===== src/rtl/fetch_unit.sv =====
// fetch_unit: rv32i instruction fetch and PC sequencer.
// One outstanding imem request; responses made stale by a redirect are dropped.
package fetch_pkg;
    typedef enum logic [1:0] {
        BRANCH_NONE     = 2'd0,
        BRANCH_RELATIVE = 2'd1,
        BRANCH_ABSOLUTE = 2'd2
    } branch_type_e;
endpackage

module fetch_unit
    import fetch_pkg::*;
#(
    parameter logic [31:0] RESET_PC = 32'h0000_0000
) (
    input  logic         clk,
    input  logic         rst,
    output logic         imem_req_valid,
    input  logic         imem_req_ready,
    output logic [31:0]  imem_req_addr,
    input  logic         imem_rsp_valid,
    input  logic [31:0]  imem_rsp_data,
    output logic         inst_valid,
    input  logic         inst_ready,
    output logic [31:0]  inst_data,
    output logic [31:0]  inst_pc,
    input  logic         redirect_valid,
    input  branch_type_e branch_type,
    input  logic [31:0]  branch_pc,
    input  logic [31:0]  branch_imm,
    input  logic [31:0]  alu_result
);

    typedef enum logic [1:0] {
        REQ,
        WAIT,
        HOLD,
        DROP
    } state_e;

    state_e      state;
    state_e      state_n;
    logic        started;
    logic [31:0] pc;
    logic [31:0] pc_n;
    logic [31:0] fetch_pc;
    logic [31:0] fetch_pc_n;
    logic [31:0] data_n;
    logic [31:0] ipc_n;
    logic        req_valid_n;
    logic        inst_valid_n;
    logic        take;
    logic        hs;
    logic [31:0] target;
    logic [31:0] target_raw;

    assign take          = redirect_valid && (branch_type != BRANCH_NONE);
    assign hs            = imem_req_valid && imem_req_ready;
    assign imem_req_addr = pc;

    always_comb begin
        target_raw = alu_result;
        if (branch_type == BRANCH_RELATIVE) begin
            target_raw = branch_pc + branch_imm;
        end
        target = {target_raw[31:2], 2'b00};
    end

    always_comb begin
        state_n    = state;
        pc_n       = pc;
        fetch_pc_n = fetch_pc;
        data_n     = inst_data;
        ipc_n      = inst_pc;
        unique case (state)
            REQ: begin
                if (take) begin
                    pc_n = target;
                    if (hs) begin
                        state_n = DROP;
                    end
                end else if (hs) begin
                    fetch_pc_n = pc;
                    pc_n       = pc + 32'd4;
                    state_n    = WAIT;
                end
            end
            WAIT: begin
                if (take) begin
                    pc_n    = target;
                    state_n = imem_rsp_valid ? REQ : DROP;
                end else if (imem_rsp_valid) begin
                    data_n  = imem_rsp_data;
                    ipc_n   = fetch_pc;
                    state_n = HOLD;
                end
            end
            HOLD: begin
                if (take) begin
                    pc_n    = target;
                    state_n = REQ;
                end else if (inst_ready) begin
                    state_n = REQ;
                end
            end
            DROP: begin
                if (take) begin
                    pc_n = target;
                end
                if (imem_rsp_valid) begin
                    state_n = REQ;
                end
            end
            default: state_n = REQ;
        endcase
        // started holds off the first request one extra cycle after reset
        req_valid_n  = started && (state_n == REQ);
        inst_valid_n = (state_n == HOLD);
    end

    always_ff @(posedge clk) begin
        if (rst) begin
            state          <= REQ;
            started        <= 1'b0;
            pc             <= RESET_PC;
            fetch_pc       <= '0;
            inst_data      <= '0;
            inst_pc        <= '0;
            imem_req_valid <= 1'b0;
            inst_valid     <= 1'b0;
        end else begin
            state          <= state_n;
            started        <= 1'b1;
            pc             <= pc_n;
            fetch_pc       <= fetch_pc_n;
            inst_data      <= data_n;
            inst_pc        <= ipc_n;
            imem_req_valid <= req_valid_n;
            inst_valid     <= inst_valid_n;
        end
    end

endmodule


===== config.mk =====
export PLATFORM = sky130hd
export DESIGN_NAME = fetch_unit
export DESIGN_NICKNAME = d
export VERILOG_FILES = /design/src/rtl/fetch_unit.sv
export SDC_FILE = /design/constraint.sdc
export NUM_CORES = 1
export LEC_CHECK = 0
export ABC_CLOCK_PERIOD_IN_PS = 5700
export BUFFER_PORTS_ARGS = -buffer_cell sky130_fd_sc_hd__buf_2
export CAP_MARGIN = 10
export CORE_MARGIN = 2
export CORE_UTILIZATION = 55
export DETAILED_ROUTE_END_ITERATION = 8
export PLACE_DENSITY_LB_ADDON = 0.12
export SYNTH_ARGS = -nofsm -noshare
export SYNTH_HDL_FRONTEND = slang
export SYNTH_SLANG_ARGS = --single-unit
export TNS_END_PERCENT = 10

===== constraint.sdc =====
create_clock -name clk -period 5.7 [get_ports clk]
set_clock_uncertainty 0.05 [all_clocks]
set_input_delay 1.14 -clock clk [delete_from_list [all_inputs] [get_ports clk]]
set_output_delay 1.14 -clock clk [all_outputs]
set_load 0.005 [all_outputs]

[Word level (Yosys, flattened, before mapping)]
Index checks and enable logic that the tools add are counted.
Storage, ports and cells
  flip-flop bits (word level): 133
  output and inout port bits: 98
Cells by class
  $add $sub $neg: 2
  equal/unequal tests: 7
  multiplexer cells: 16
  bitwise logic cells: 1
  reduce and logical (&&, ||, !) cells: 10
Operators with widths (number)
  32-bit two-way mux: 4
  32-bit case mux with 2 select lines: 1
  32-bit by 3-bit adder with 32-bit output (second input constant): 1
  32-bit adder: 1
  2-bit two-way mux: 9
  2-bit case mux with 4 select lines: 1
  2-bit equality test (second input constant): 3
  3-bit AND reduction: 2
  2-bit by 1-bit equality test with 1-bit output (second input constant): 2
  2-bit zero test: 2
  1-bit logical AND: 3
  3-bit != test (second input constant): 1
  3-bit OR reduction: 1
  2-bit by 1-bit != test with 1-bit output (second input constant): 1
  2-bit AND reduction: 1
  2-bit nonzero test: 1
  1-bit two-way mux: 1
  1-bit inverter: 1

[Longest topological paths before layout]
  word-level depth: 6
  depth in mapped cells: 9
  gate-level depth less buffers: 9

[Worst setup path after synthesis]
Ideal clock, no wire load.
  path kind: input port to flip-flop
  start point: input branch_pc[7]
  end point: register pc[17], in the netlist imem_req_addr[17]
  arrival: 3494 ps
  setup slack: 2070 ps
  cell stages on the path: 9
  buffers on the path: 0
  cell sequence: ha_1 a21o_1 a221o_1 a221oi_2 a21oi_2 nor3_1 nand2b_1 mux2_2 a211oi_1
Between the ends
  word-level cells in the longest chain between the ends: 4
  elaborated cells on any way between the ends: 5
RTL lines
  start: declaration: line 29  | input logic [31:0] branch_pc,
  32-bit adder (*): line 64  | target_raw = branch_pc + branch_imm;
  32-bit two-way mux (*): line 63  | if (branch_type == BRANCH_RELATIVE) begin
  32-bit two-way mux, on equally long branches
  32-bit case mux with 2 select lines (*): line 75  | unique case (state)
  end signal: assignment: line 134  | pc <= pc_n;
  end: declaration: line 44  | logic [31:0] pc;
Every way passes the cells marked *; elsewhere a longest branch is shown, timed or not. The select of a mux whose other input is x is not followed.
A chain may end at the register's enable or synchronous reset.

[Worst setup path after layout]
Ends and elaborated chain as after synthesis.

==> reports/metrics.sh <==
STATUS='finished clean'
FINISH.CELL_COUNT_WITHOUT_FILLERS=1279
REGTOREGENDPOINT='imem_req_addr[17]'
WORST_R2R_PATH_DEPTH=7
GRT_MAX_DEGREE=95
GRT_ANTENNA_BEFORE_REPAIR=2
YS_SEQ_ELEMENTS=127
CRITICAL_PATH_BUFFERS_AND_INVERTERS=1
NETLIST_INSTANCES=917
SYNTH_TOP_FAMILY_BY_AREA='compound AO/OA/AOI/OAI gates'
DP.FINAL_HPWL_UM=14200
SYNTHESIS.YOSYS.WARNINGS=0
LAYOUT.NETS=1286
SYNTHADDERAREAFRAC=0.0573
CLOCK_TREE.BUFFER_DEPTH=2
MAX_SLEW.WORST_PIN.SLEW_NS=1.13
SEQUENTIAL_TO_TOTAL_AREA_SHARE_FROM_YOSYS_STAT=0.376
TIMING_HOLD_VIOLATIONS_FINAL=0
PERIOD_NEEDED_NS=3.69
IOPINCOUNT=234
REQUIRED_NS=5.97
WORST_HOLD_PATH_DEPTH=2
SLEW_HEADROOM=0.242
POSTSYNTH.ASYNCRESETSHARE=0
GROUTE.USAGE.OVERALL=0.294
SYNTH-SIMPLE-AREA-SHARE=0.238
NUMCLOCKSINKS=127
GRT-OVFL-TOTAL=0
POST_CTS_RESIZE_COUNT=0
DR_TOTAL_VIAS=7244
REG2REG_FROM='state[1]'
FINALSETUPVIOLATIONS=0
FILL_CELLS=1028
POSTROUTEANTENNANETS=0
HOLD_START='fetch_pc[27]'
SYN-MEAN-INSTANCE-AREA_UM2=7.38
COMBINED_AREA_OF_THE_MULTI_INPUT_LOGIC_CELLS_MM2=0.00399
SETUP_REPAIR_AFTER_GLOBAL_ROUTING_MISSED_ITS_MARGIN='false'
IRDROPWORSTVDD_mV=0.209
CRITICAL_PATH.STARTPOINT_TYPE='input port'
SYNTH_ENABLE_FLOP_CELLS=0
SYNTHXORXNORAREAFRAC=0.0337
WORSTSETUPENDPOINTTYPE='flip-flop'
SYNTHDOMINANTAREACELLTYPE='sky130_fd_sc_hd__dfxtp_1'
WORSTSETUPPATHTYPE='in -> reg'
CLOCK_LATENCY_AT_THE_LATER_PIN_OF_THE_WORST_SKEW_PAIR_NS=0.41
SYNTH.TOP_CELL.AREA_SHARE=0.376
FINAL.SETUP.TNS_NS=0
CLOCK_TREE_FROM_TRITONCTS='done'
AREA_DELTA_SYNTH_FINAL_PCT=26.7
RRSETUPSLACK_NS=3.08
CTS.HTREE.LEVELS=4
CLOCK.FMAX_GHz=0.271
DETAIL_ROUTE.VIAS_PER_CELL=5.66
CRIT_PATH_CELL_TRACE='buf_2 -> ha_1 -> a21o_1 -> a221o_1 -> a221oi_2 -> a21oi_2 -> nor3_1 -> nand2b_1 -> mux2_2 -> a211oi_1'
ROWS=40
GRT_FIRST_PASS_WIRELENGTH_UM=31200
FINALPOWER_mW=2.47
AREA.SEQUENTIAL_MM2=0.00254
DRT-INITIAL-DRC-COUNT=702
FLOORPLAN.INITIALDENSITY=0.563
WL_PER_CELL_UM=15.6
SYNTHFLOPTYPE='sky130_fd_sc_hd__dfxtp_1'
POST_CTS.REPAIR.SETUP_BUFFERS=0
SYNTH_COMPOUND_GATE_AREA_SHARE=0.253
WORST_HOLD_PATH.ENDPOINT='inst_pc[27]'
FIN_CRIT_SH=0.647
DIEAREA_MM2=0.0132
CP_DATA_ARRIVAL_TIME_NS=3.96
SYNTH.MUX.AREA_FRACTION=0.00333
TIMING.CRITICAL_PATH.MAX_DELAY_FAMILY='compound AO/OA/AOI/OAI gates'
WORST_SETUP_HOLD_PATH_CLK_SLEW_NS=0.05
POWER-PER-CELL-AREA_mW_PER_MM2=288
MAXCAPVIOLATIONS=0
PORT_BUFFERS=227
DRT_PASS1_ITERATIONS=4
SYNTH.AREA.TOP_CELLS='sky130_fd_sc_hd__dfxtp_1 (38%), sky130_fd_sc_hd__nand2_1 (14%), sky130_fd_sc_hd__a21oi_1 (12%)'
FINALWIRELENGTH_UM=20000
SYNTH_AREA_MM2=0.00677
DIE-HEIGHT_UM=115
CRITICAL_PATH.MAX_STAGE_DELAY_NS=0.45
MIN-DELAY-PATH-CLASS='reg -> reg'
DIEWIDTH_UM=115
GLOBAL_PLACEMENT_ROUTABILITY_CONGESTION=0.934
DRIVE_ABOVE_1_SHARE=0.249
P_LEAK_nW=3.67
SYNTH.LIB_CELLS_USED.DISTINCT=58
TRITONCTS.NUM_BUFFERS=17
DPL.CELL_COUNT=1247
POST-ROUTE-DRC-COUNT=0
FIRST_GLOBAL_VIAS=6384
TIMING.CRITICAL_PATH.FROM='branch_pc[7]'
COREAREA_MM2=0.0120
TIMING.CRITICAL_PATH.FANOUT_MAX=5
CLOCK-ROOT-BUFFER='sky130_fd_sc_hd__clkbuf_16'
CTS_HOLD_BUFFERS=0
CPMAXSTAGEDELAYCELL='sky130_fd_sc_hd__a221oi_2'
FINALMAXSLEWVIOLATIONS=0
[routing by layer]
layer,global-route usage,up-vias,wire [um],share of wire
met5,0,-,0,0
li1,-,3623,-,-
met1,0.390,3279,8710,0.44
met4,0.0843,0,373,0.019
met3,0.0727,31,1740,0.087
met2,0.477,311,9140,0.46
[layout make-up]
class                      count  area share
multi-input combinational    729       0.465
tap                          147      0.0215
antenna                        1    0.000292
timing repair buffer         233       0.138
clock inverter                13      0.0219
clock buffer                  18      0.0513
inverter                      11     0.00482
sequential                   127       0.297
[power breakdown]
| group | switching (mW) | internal (mW) | total, mW |
|---|---|---|---|
| clock | 0.394 | 0.743 | 1.14 |
| sequential | 0.0358 | 0.912 | 0.948 |
| combinational | 0.227 | 0.160 | 0.387 |
| total | 0.657 | 1.81 | 2.47 |
[worst register-to-register path, delay by kind of cell, from the launching register on]
family / cells / cell delay [ns]
AOI/OAI and AO/OA: 2 / 0.20
buffers and inverters: 1 / 0.40
DFF: 1 / 0.37
and+or+nand+nor: 4 / 1.43
[logic make-up after synthesis]
group	count (synthesis)
xor+xnor	26
compound gates	290
other cells	1
simple gates	376
mux	2
flops	127
buf+inv	64
fa+ha+maj	31
[synth_stat cells, types with 10 or more instances]
| cell type | number |
|---|---|
| sky130_fd_sc_hd__inv_1 | 11 |
| sky130_fd_sc_hd__nor2_1 | 40 |
| sky130_fd_sc_hd__o211ai_1 | 10 |
| sky130_fd_sc_hd__clkbuf_1 | 49 |
| sky130_fd_sc_hd__nand3_1 | 24 |
| sky130_fd_sc_hd__nor3_1 | 16 |
| sky130_fd_sc_hd__xor2_1 | 11 |
| sky130_fd_sc_hd__and3_1 | 13 |
| sky130_fd_sc_hd__ha_1 | 31 |
| sky130_fd_sc_hd__a21o_1 | 11 |
| sky130_fd_sc_hd__nand2_1 | 245 |
| sky130_fd_sc_hd__dfxtp_1 | 127 |
| sky130_fd_sc_hd__a21oi_1 | 159 |
| sky130_fd_sc_hd__xnor2_1 | 15 |
| sky130_fd_sc_hd__o21ai_0 | 53 |
[worst max path at each step]
| stage | end | slack [ns] | cells past startpoint |
|---|---|---|---|
| after CTS | imem_req_addr[17] | 2.00 | 10 |
| final | imem_req_addr[17] | 2.01 | 10 |
| after global routing | imem_req_addr[17] | 1.85 | 10 |
| after global placement | imem_req_addr[17] | 1.61 | 10 |
| after floorplan | imem_req_addr[17] | 2.07 | 9 |
| after detailed placement | imem_req_addr[17] | 1.58 | 10 |
[placed cells by master (no fill, tap or decap), types with 4 or more instances in the layout]
| cell type | instances |
|---|---|
| sky130_fd_sc_hd__nor2_1 | 39 |
| sky130_fd_sc_hd__buf_4 | 7 |
| sky130_fd_sc_hd__o21ai_0 | 53 |
| sky130_fd_sc_hd__o21a_1 | 4 |
| sky130_fd_sc_hd__a21o_1 | 11 |
| sky130_fd_sc_hd__conb_1 | 4 |
| sky130_fd_sc_hd__o211ai_1 | 10 |
| sky130_fd_sc_hd__nor4_1 | 4 |
| sky130_fd_sc_hd__and2_1 | 7 |
| sky130_fd_sc_hd__dfxtp_1 | 127 |
| sky130_fd_sc_hd__a31oi_1 | 9 |
| sky130_fd_sc_hd__o21bai_1 | 6 |
| sky130_fd_sc_hd__nand2_1 | 245 |
| sky130_fd_sc_hd__bufinv_16 | 4 |
| sky130_fd_sc_hd__nand4_1 | 9 |
| sky130_fd_sc_hd__xor2_1 | 11 |
| sky130_fd_sc_hd__inv_1 | 11 |
| sky130_fd_sc_hd__a21oi_1 | 159 |
| sky130_fd_sc_hd__and3_1 | 12 |
| sky130_fd_sc_hd__nand2b_1 | 4 |
| sky130_fd_sc_hd__a211oi_1 | 8 |
| sky130_fd_sc_hd__buf_2 | 226 |
| sky130_fd_sc_hd__xnor2_1 | 15 |
| sky130_fd_sc_hd__nor3_1 | 16 |
| sky130_fd_sc_hd__nand3_1 | 23 |
| sky130_fd_sc_hd__and4_1 | 4 |
| sky130_fd_sc_hd__clkbuf_16 | 17 |
| sky130_fd_sc_hd__ha_1 | 31 |
[stage by stage]
stage | hold WS, ns | setup WS [ns] | util | instance area, um^2
finish | 0.398 | 2.01 | 0.713 | 8570
detailed placement | 0.390 | 1.58 | 0.661 | 7940
floorplan | 0.379 | 2.07 | - | 6780
global route | 0.416 | 1.85 | 0.713 | 8570
CTS | 0.400 | 2.00 | 0.713 | 8570
global placement | 0.387 | 1.61 | 0.661 | 7940
[sequential cells by signal, summed over array words and instances (netlist names)]
name            flops
imem_req_valid      1
imem_req_addr      30
fetch_pc           30
inst_pc            30
started             1
inst_valid          1
inst_data          32
state               2
No activity file was read; power rests on OpenSTA's default activity.
